File: config.mk
export PLATFORM = sky130hd
export DESIGN_NAME = autocorrelation_ctrl
export DESIGN_NICKNAME = d
export VERILOG_FILES = /design/src/rtl/autocorrelation_ctrl.sv
export SDC_FILE = /design/constraint.sdc
export NUM_CORES = 1
export LEC_CHECK = 0
export ABC_AREA = 1
export BUFFER_PORTS_ARGS = -buffer_cell sky130_fd_sc_hd__buf_2
export CELL_PAD_IN_SITES_DETAIL_PLACEMENT = 0
export CELL_PAD_IN_SITES_GLOBAL_PLACEMENT = 1
export CORE_MARGIN = 2
export CORE_UTILIZATION = 37
export CTS_CLUSTER_SIZE = 28
export DETAILED_ROUTE_END_ITERATION = 6
export PLACE_DENSITY_LB_ADDON = 0.2
export SYNTH_ARGS = -nofsm -noshare
export SYNTH_HDL_FRONTEND = slang
export SYNTH_SLANG_ARGS = --single-unit
File: constraint.sdc
create_clock -name clk -period 2.65 [get_ports clk]
set_input_delay 0.265 -clock clk [delete_from_list [all_inputs] [get_ports clk]]
set_output_delay 0.265 -clock clk [all_outputs]
set_load 0.02 [all_outputs]
File: src/rtl/autocorrelation_ctrl.sv
// Autocorrelation sequencer: walks lags 0..ORDER over one stored frame and
// streams x[n], x[n-k] into an external MAC. It clears the accumulator
// before each lag and captures R[k] once the last product has been summed.
module autocorrelation_ctrl #(
  parameter int FRAME_LEN = 240,
  parameter int ORDER     = 10,
  parameter int ADDR_W    = 8,
  parameter int LAG_W     = 4
) (
  input  logic                     clk,
  input  logic                     reset,
  input  logic                     start,
  input  logic                     abort,
  output logic                     busy,
  output logic                     done,
  output logic [ADDR_W-1:0]        rd_addr_a,
  output logic [ADDR_W-1:0]        rd_addr_b,
  output logic                     rd_en,
  input  logic signed [15:0]       rd_data_a,
  input  logic signed [15:0]       rd_data_b,
  output logic                     mac_clear,
  output logic signed [15:0]       mac_x,
  output logic signed [15:0]       mac_x_lag,
  input  logic signed [31:0]       mac_y,
  output logic signed [31:0]       r_data,
  output logic [LAG_W-1:0]         r_lag,
  output logic                     r_valid
);

  typedef enum logic [2:0] {S_IDLE, S_CLEAR, S_ISSUE, S_DRAIN, S_FINISH} state_e;

  localparam logic [ADDR_W-1:0] LAST_N  = ADDR_W'(FRAME_LEN - 1);
  localparam logic [LAG_W-1:0]  LAST_K  = LAG_W'(ORDER);

  state_e                    state_q, state_d;
  logic [LAG_W-1:0]          k_q, k_d;
  logic [ADDR_W-1:0]         n_q, n_d;
  // vld_pipe_q[1]: read data present on rd_data_*; [2]: operands on mac_x*
  logic [2:1]                vld_pipe_q, vld_pipe_d;
  logic signed [15:0]        mac_x_q, mac_x_d, mac_x_lag_q, mac_x_lag_d;
  logic signed [31:0]        r_data_q, r_data_d;
  logic [LAG_W-1:0]          r_lag_q, r_lag_d;
  logic                      r_valid_q, r_valid_d;
  logic                      done_q, done_d;
  logic                      drain_last;

  // Decoded outputs straight from the state register
  always_comb begin
    busy      = (state_q != S_IDLE);
    rd_en     = (state_q == S_ISSUE);
    rd_addr_a = rd_en ? n_q : '0;
    rd_addr_b = rd_en ? (n_q - ADDR_W'(k_q)) : '0;
    mac_clear = !((state_q == S_ISSUE) || (state_q == S_DRAIN));
    // Second drain cycle: final read has left stage 1, its operands sit on mac_x*
    drain_last = (state_q == S_DRAIN) && vld_pipe_q[2] && !vld_pipe_q[1];
  end

  // Next-state, counters, operand pipeline and result capture
  always_comb begin
    state_d     = state_q;
    k_d         = k_q;
    n_d         = n_q;
    vld_pipe_d  = {vld_pipe_q[1], rd_en};
    mac_x_d     = vld_pipe_q[1] ? rd_data_a : 16'sd0;
    mac_x_lag_d = vld_pipe_q[1] ? rd_data_b : 16'sd0;
    r_data_d    = r_data_q;
    r_lag_d     = r_lag_q;
    r_valid_d   = 1'b0;
    done_d      = 1'b0;
    unique case (state_q)
      S_IDLE: begin
        if (start) begin
          k_d     = '0;
          state_d = S_CLEAR;
        end
      end
      S_CLEAR: begin
        n_d     = ADDR_W'(k_q);
        state_d = S_ISSUE;
      end
      S_ISSUE: begin
        n_d = n_q + ADDR_W'(1);
        if (n_q == LAST_N) state_d = S_DRAIN;
      end
      S_DRAIN: begin
        if (drain_last) begin
          r_data_d  = mac_y;
          r_lag_d   = k_q;
          r_valid_d = 1'b1;
          if (k_q == LAST_K) begin
            state_d = S_FINISH;
          end else begin
            k_d     = k_q + LAG_W'(1);
            state_d = S_CLEAR;
          end
        end
      end
      S_FINISH: begin
        done_d  = 1'b1;
        state_d = S_IDLE;
      end
      default: state_d = S_IDLE;
    endcase
    // Abort wins over everything except a capture already happening this edge
    if (busy && abort) begin
      state_d     = S_IDLE;
      vld_pipe_d  = '0;
      mac_x_d     = 16'sd0;
      mac_x_lag_d = 16'sd0;
      done_d      = 1'b0;
    end
  end

  // State and datapath registers
  always_ff @(posedge clk or negedge reset) begin
    if (!reset) begin
      state_q     <= S_IDLE;
      k_q         <= '0;
      n_q         <= '0;
      vld_pipe_q  <= '0;
      mac_x_q     <= '0;
      mac_x_lag_q <= '0;
      r_data_q    <= '0;
      r_lag_q     <= '0;
      r_valid_q   <= 1'b0;
      done_q      <= 1'b0;
    end else begin
      state_q     <= state_d;
      k_q         <= k_d;
      n_q         <= n_d;
      vld_pipe_q  <= vld_pipe_d;
      mac_x_q     <= mac_x_d;
      mac_x_lag_q <= mac_x_lag_d;
      r_data_q    <= r_data_d;
      r_lag_q     <= r_lag_d;
      r_valid_q   <= r_valid_d;
      done_q      <= done_d;
    end
  end

  assign mac_x     = mac_x_q;
  assign mac_x_lag = mac_x_lag_q;
  assign r_data    = r_data_q;
  assign r_lag     = r_lag_q;
  assign r_valid   = r_valid_q;
  assign done      = done_q;

endmodule

Word-level counts from Yosys, hierarchy flattened:

Index checks and enable logic that the tools add are counted.

* register bits after elaboration: 87
* latch bits: 0
* word-level logic and storage cells: 60
* memories: 0
* bits in read-only memories: 0
* RAM bits: 0

* div/mod/pow operators: 0
* $lt $le $gt $ge: 0
* $add $sub $neg: 3
* multiply operators: 0
* reduce and logical (&&, ||, !) cells: 13
* bitwise logic cells: 0
* eq/ne operators: 12
* shift-type cells: 0
* multiplexer cells: 22

Operators with widths (number)
* two-way mux 16 bit: 4
* two-way mux 8 bit: 2
* case mux 8 bit (2 select lines): 1
* two-way mux 3 bit: 5
* two-way mux 4 bit: 3
* case mux 3 bit (4 select lines): 1
* adder 8 x 1 -> 8 bit, second input constant: 1
* == test 8 bit, second input constant: 1
* case mux 4 bit (2 select lines): 1
* subtractor 8 x 4 -> 8 bit: 1
* == test 3 x 2 -> 1 bit, second input constant: 2
* inequality test 2 bit, second input constant: 3
* adder 4 x 1 -> 4 bit, second input constant: 1
* == test 4 bit, second input constant: 1
* two-way mux 1 bit: 4
* AND reduction 4 bit: 1
* nonzero test 2 bit: 2
* == test 3 x 1 -> 1 bit, second input constant: 1
* == test 3 bit, second input constant: 1
* logical AND 1 bit: 3
* zero test 3 bit: 1
* inequality test 3 x 1 -> 1 bit, second input constant: 1
* inequality test 3 x 2 -> 1 bit, second input constant: 1
* inequality test 3 bit, second input constant: 1
* other kinds (6): 7

Depth between registers and ports, before layout:

* depth in word-level cells: 6
* depth in mapped cells: 11
* mapped depth without buffers: 11

Worst setup path after synthesis:

No wires, ideal clock.

* path kind: reg-to-output
* from: register n_q[0]
* to: output port rd_addr_b[6]
* data arrival time: 1651 ps
* stages on the path, launching flop included: 12
* path slack: 734 ps
* cell sequence: dfrtp_1 inv_1 ha_1 inv_1 fa_1 nand2_1 nand2_1 nand2_1 nand3_1 nand2_1 nand2_1 nor2_1

* word-level cells in the longest chain between the ends: 2

RTL lines
* start: declaration: line 37 `logic [ADDR_W-1:0] n_q, n_d;`
* start signal: assignment: line 130 `n_q <= n_d;`
* subtractor 8 x 4 -> 8 bit: line 52 `rd_addr_b = rd_en ? (n_q - ADDR_W'(k_q)) : '0;`
* two-way mux 8 bit: line 52
* end: declaration: line 17 `output logic [ADDR_W-1:0] rd_addr_b,`

Every way passes these cells.

Final worst setup path:

Same ends and word-level chain as after synthesis.

==> key figures <==
Status
  • Status: finished, final reports clean

STA
  • Fin crit period: 2.353 ns
  • Final Hold Fails: 0
  • Slew Viols, Final: 0
  • Finish-stage setup viols: 0
  • Setup ws final: about 0.30 ns
  • RSZ-0062 raised after global routing: false
  • Total Neg Setup Slack: 0 ns
  • Clk_skew: 0.005070 ns
  • Final worst path period share: 88.81%
  • Maximum operating frequency: 0.4249 GHz
  • Worst Tran Pin Value: 0.6245 ns
  • Rel. slew slack: 58.37%

Synth
  • Synth cell types: 25
  • Post-synthesis sequential area ratio: 57.22%
  • Async S/R FF share, synth: 100.0%
  • Most common cell in the netlist: nand2_1
  • Synth warn: 0
  • Synthesized area: 3805 um^2
  • Synthesized instance count: 453
  • Post-synth top cells: nand2_1 (152), dfrtp_1 (87), inv_1 (63)
  • Syn Area/Cell: 8.399 um^2
  • Flops & latches, synth: 87
  • Post-synth top area share: 57.22%
  • Most used DFF post-synth: dfrtp_1
  • Syn Nets: 530
  • Dominant cell type by area after synthesis: dfrtp_1
  • Largest cells by area after synthesis: dfrtp_1 (57%), nand2_1 (15%), inv_1 (6.2%)
  • EDFF count, synth: 0

Floorplan
  • Die Span X: 105.4 um
  • Die H: 105.4 um
  • Initial Utilization: 37.53%
  • Num rows: 37
  • Die area: 11110 um^2
  • IO Count: 157
  • Core ar.: 10140 um^2

Setup path
  • CP Capture Type: output port
  • CP dominant cell by count: nand2_1
  • Crit path launch type: register
  • Worst path depth: 12
  • Worst Path Required: between 2 and 2.5 ns
  • Critical Path Slowest Stage Cell: dfrtp_1
  • Worst path bufs/invs: 3
  • R2R cell count: 5
  • Worst Path Max Fanout: 4
  • Worst Setup Path Type: reg -> out
  • Critical Path AT: 2.09 ns
  • FF-to-FF Start: state_q[1]
  • Worst reg2reg path endpoint: mac_x[1]
  • R2R setup slack: 1.10 ns
  • Kind of cell adding the most delay to the critical path: adder cells
  • Crit-path cells: inv_1 > ha_1 > inv_1 > fa_1 > nand2_1 > nand2_1 > nand2_1 > nand3_1 > nand2_1 > nand2_1 > nor2_1 > buf_2
  • Worst stage delay on the critical path: 0.42 ns

CTS
  • CTS Buf Count: 9
  • Root buffer cell: clkbuf_8
  • CTS Sinks: 87
  • Clock Path Buffers: 2
  • Setup Fix Bufs, Post-CTS: 0
  • CTS tree: built
  • Worst-Skew Late Latency: 0.35 ns
  • H-tree levels: 3
  • Clk pin slew, worst setup/hold paths: 0.08 ns

Layout
  • Post-layout nets: 687
  • Layout Cells excl Fill: 751
  • Fillers: 1042
  • Layout cells sized above 1: 30.08%
  • Antenna Cells: 0
  • Final core occ: 48.09%
  • Synth-to-Final Area Change: 28.15%

Power and ir drop
  • LEAKAGE: 2.865 nW
  • Switch share: 42.48%
  • Clock network fraction of total power: 17.8%
  • Int Pwr: about 2.7 mW
  • Combinational Power Share: 41.9%
  • Flop pwr share: 40.3%
  • Total Power: between 4 and 5 mW
  • P per Cell Area: ~950 nW/um^2
  • Maximum vdd ir drop: roughly 0.37 mV
  • Switch Pwr: 1.974 mW

Routing
  • Drt initial violations: 185
  • Antenna-violating nets left: 0
  • Vias per cell: 4.437
  • Drt first pass iters: 4
  • Residual DRC count: 0
  • Wire per inst: 12.17 um
  • DR vias: around 3300
  • WL final: 9140 um

Min path
  • Hold EP: r_data[10]
  • WHS Path Cells: 3
  • HP Class: in -> reg
  • Hold Crit Start: mac_y[10]

Placement
  • Placed cells: 734
  • IO buf count: 156
  • DP Wirelength: about 6500 um
  • Worst slack, placed: 0.6804 ns
  • RePlAce Congestion: 0.7756

Global routing
  • Gr usage total: 17.10%
  • Grt ovf: 0
  • Pin count of the biggest net entering global routing: between 40 and 50
  • Vias in the first global route: 3197
  • Initial antenna violation count: 0
  • First-pass GRT wire length: 15140 um

Job
  • Max cap viols: 0
[worst max path at each step]
stage	slack [ns]	from	endpoint
after CTS	0.27	k_q[0]	rd_addr_b[4]
after detailed placement	0.68	n_q[0]	rd_addr_b[4]
final	0.30	n_q[0]	rd_addr_b[6]
after floorplan	0.73	n_q[0]	rd_addr_b[6]
after global routing	0.07	k_q[0]	rd_addr_b[4]
after global placement	0.70	n_q[0]	rd_addr_b[4]
[power by group through the flow]
stage	logic (mW)	registers [mW]	clock network, mW
global route	2.19	1.92	0.923
detailed placement	1.96	1.90	0
finish	1.95	1.87	0.827
floorplan	0.936	2.26	0
global placement	1.95	1.89	0
CTS	1.97	1.87	0.868
[state kept, by name (all words and copies together) (netlist names)]
name        cells
r_lag           4
r_data         32
vld_pipe_q      2
done            1
state_q         3
mac_x          16
k_q             4
mac_x_lag      16
n_q             8
r_valid         1
[per-stage QoR]
step,instance area [um^2],hold slack (ns)
global placement,4692,0.3273
detailed placement,4692,0.3288
CTS,4876,0.08212
finish,4876,0.1066
floorplan,3805,-0.03059
global route,4876,0.08649
[layout make-up]
class | instances | area, um^2 | share of cell area, %
Sequential cell | 87 | 2177 | 44.65
Multi-Input combinational cell | 286 | 1279 | 26.23
Timing Repair Buffer | 160 | 828.3 | 16.99
Inverter | 66 | 247.7 | 5.081
Tap cell | 136 | 170.2 | 3.490
Clock buffer | 10 | 137.6 | 2.823
Clock inverter | 6 | 36.28 | 0.7442
[cell families after synthesis]
family,Yosys count,share of synthesized area [%]
buf+inv,80,9.174
compound gates,32,4.308
simple gates,242,25.45
fa+ha+maj,9,3.157
flops,87,57.22
xor+xnor,3,0.6907
[timing repair]
item	4_1_cts	5_1_grt
hold buffers	1	0
endpoints found under the setup margin	0	0
resized for setup	0	0
hold endpoints to repair	47	0
[per-layer routing]
| metal | vias up | share of wire (%) | global-route usage, % |
|---|---|---|---|
| li1 | 1672 | - | - |
| met1 | 1551 | 47 | 23.11 |
| met2 | 97 | 45 | 26.64 |
| met3 | 12 | 5.9 | 4.205 |
| met4 | 0 | 1.4 | 6.381 |
| met5 | - | 0 | 0 |
[cell usage in the layout (no fill, tap or decap), types with 2 or more instances in the layout]
cell type  netlist  layout
nand3_1         16      16
o21ai_1          2       2
buf_4            3       3
buf_2            6     155
dfrtp_1         87      87
nand2_2          4       4
inv_2            3       3
nor2_1          60      60
nand2_1        152     152
xor2_1           3       3
inv_1           63      63
clkinv_2         0       4
nand4_1          3       3
nor3_1           3       3
clkbuf_8         0      10
ha_1             8       8
a21oi_1         12      12
o21ai_0         16      16
[worst register-to-register path, stage by stage (launching register included)]
cell	delay (ns)
dfrtp_1	0.45
nor2_1	0.17
nand2_1	0.12
nand2_1	0.15
nand2_2	0.36
nor2_1	0.23
Note: power is estimated with default switching activity, not from simulation.
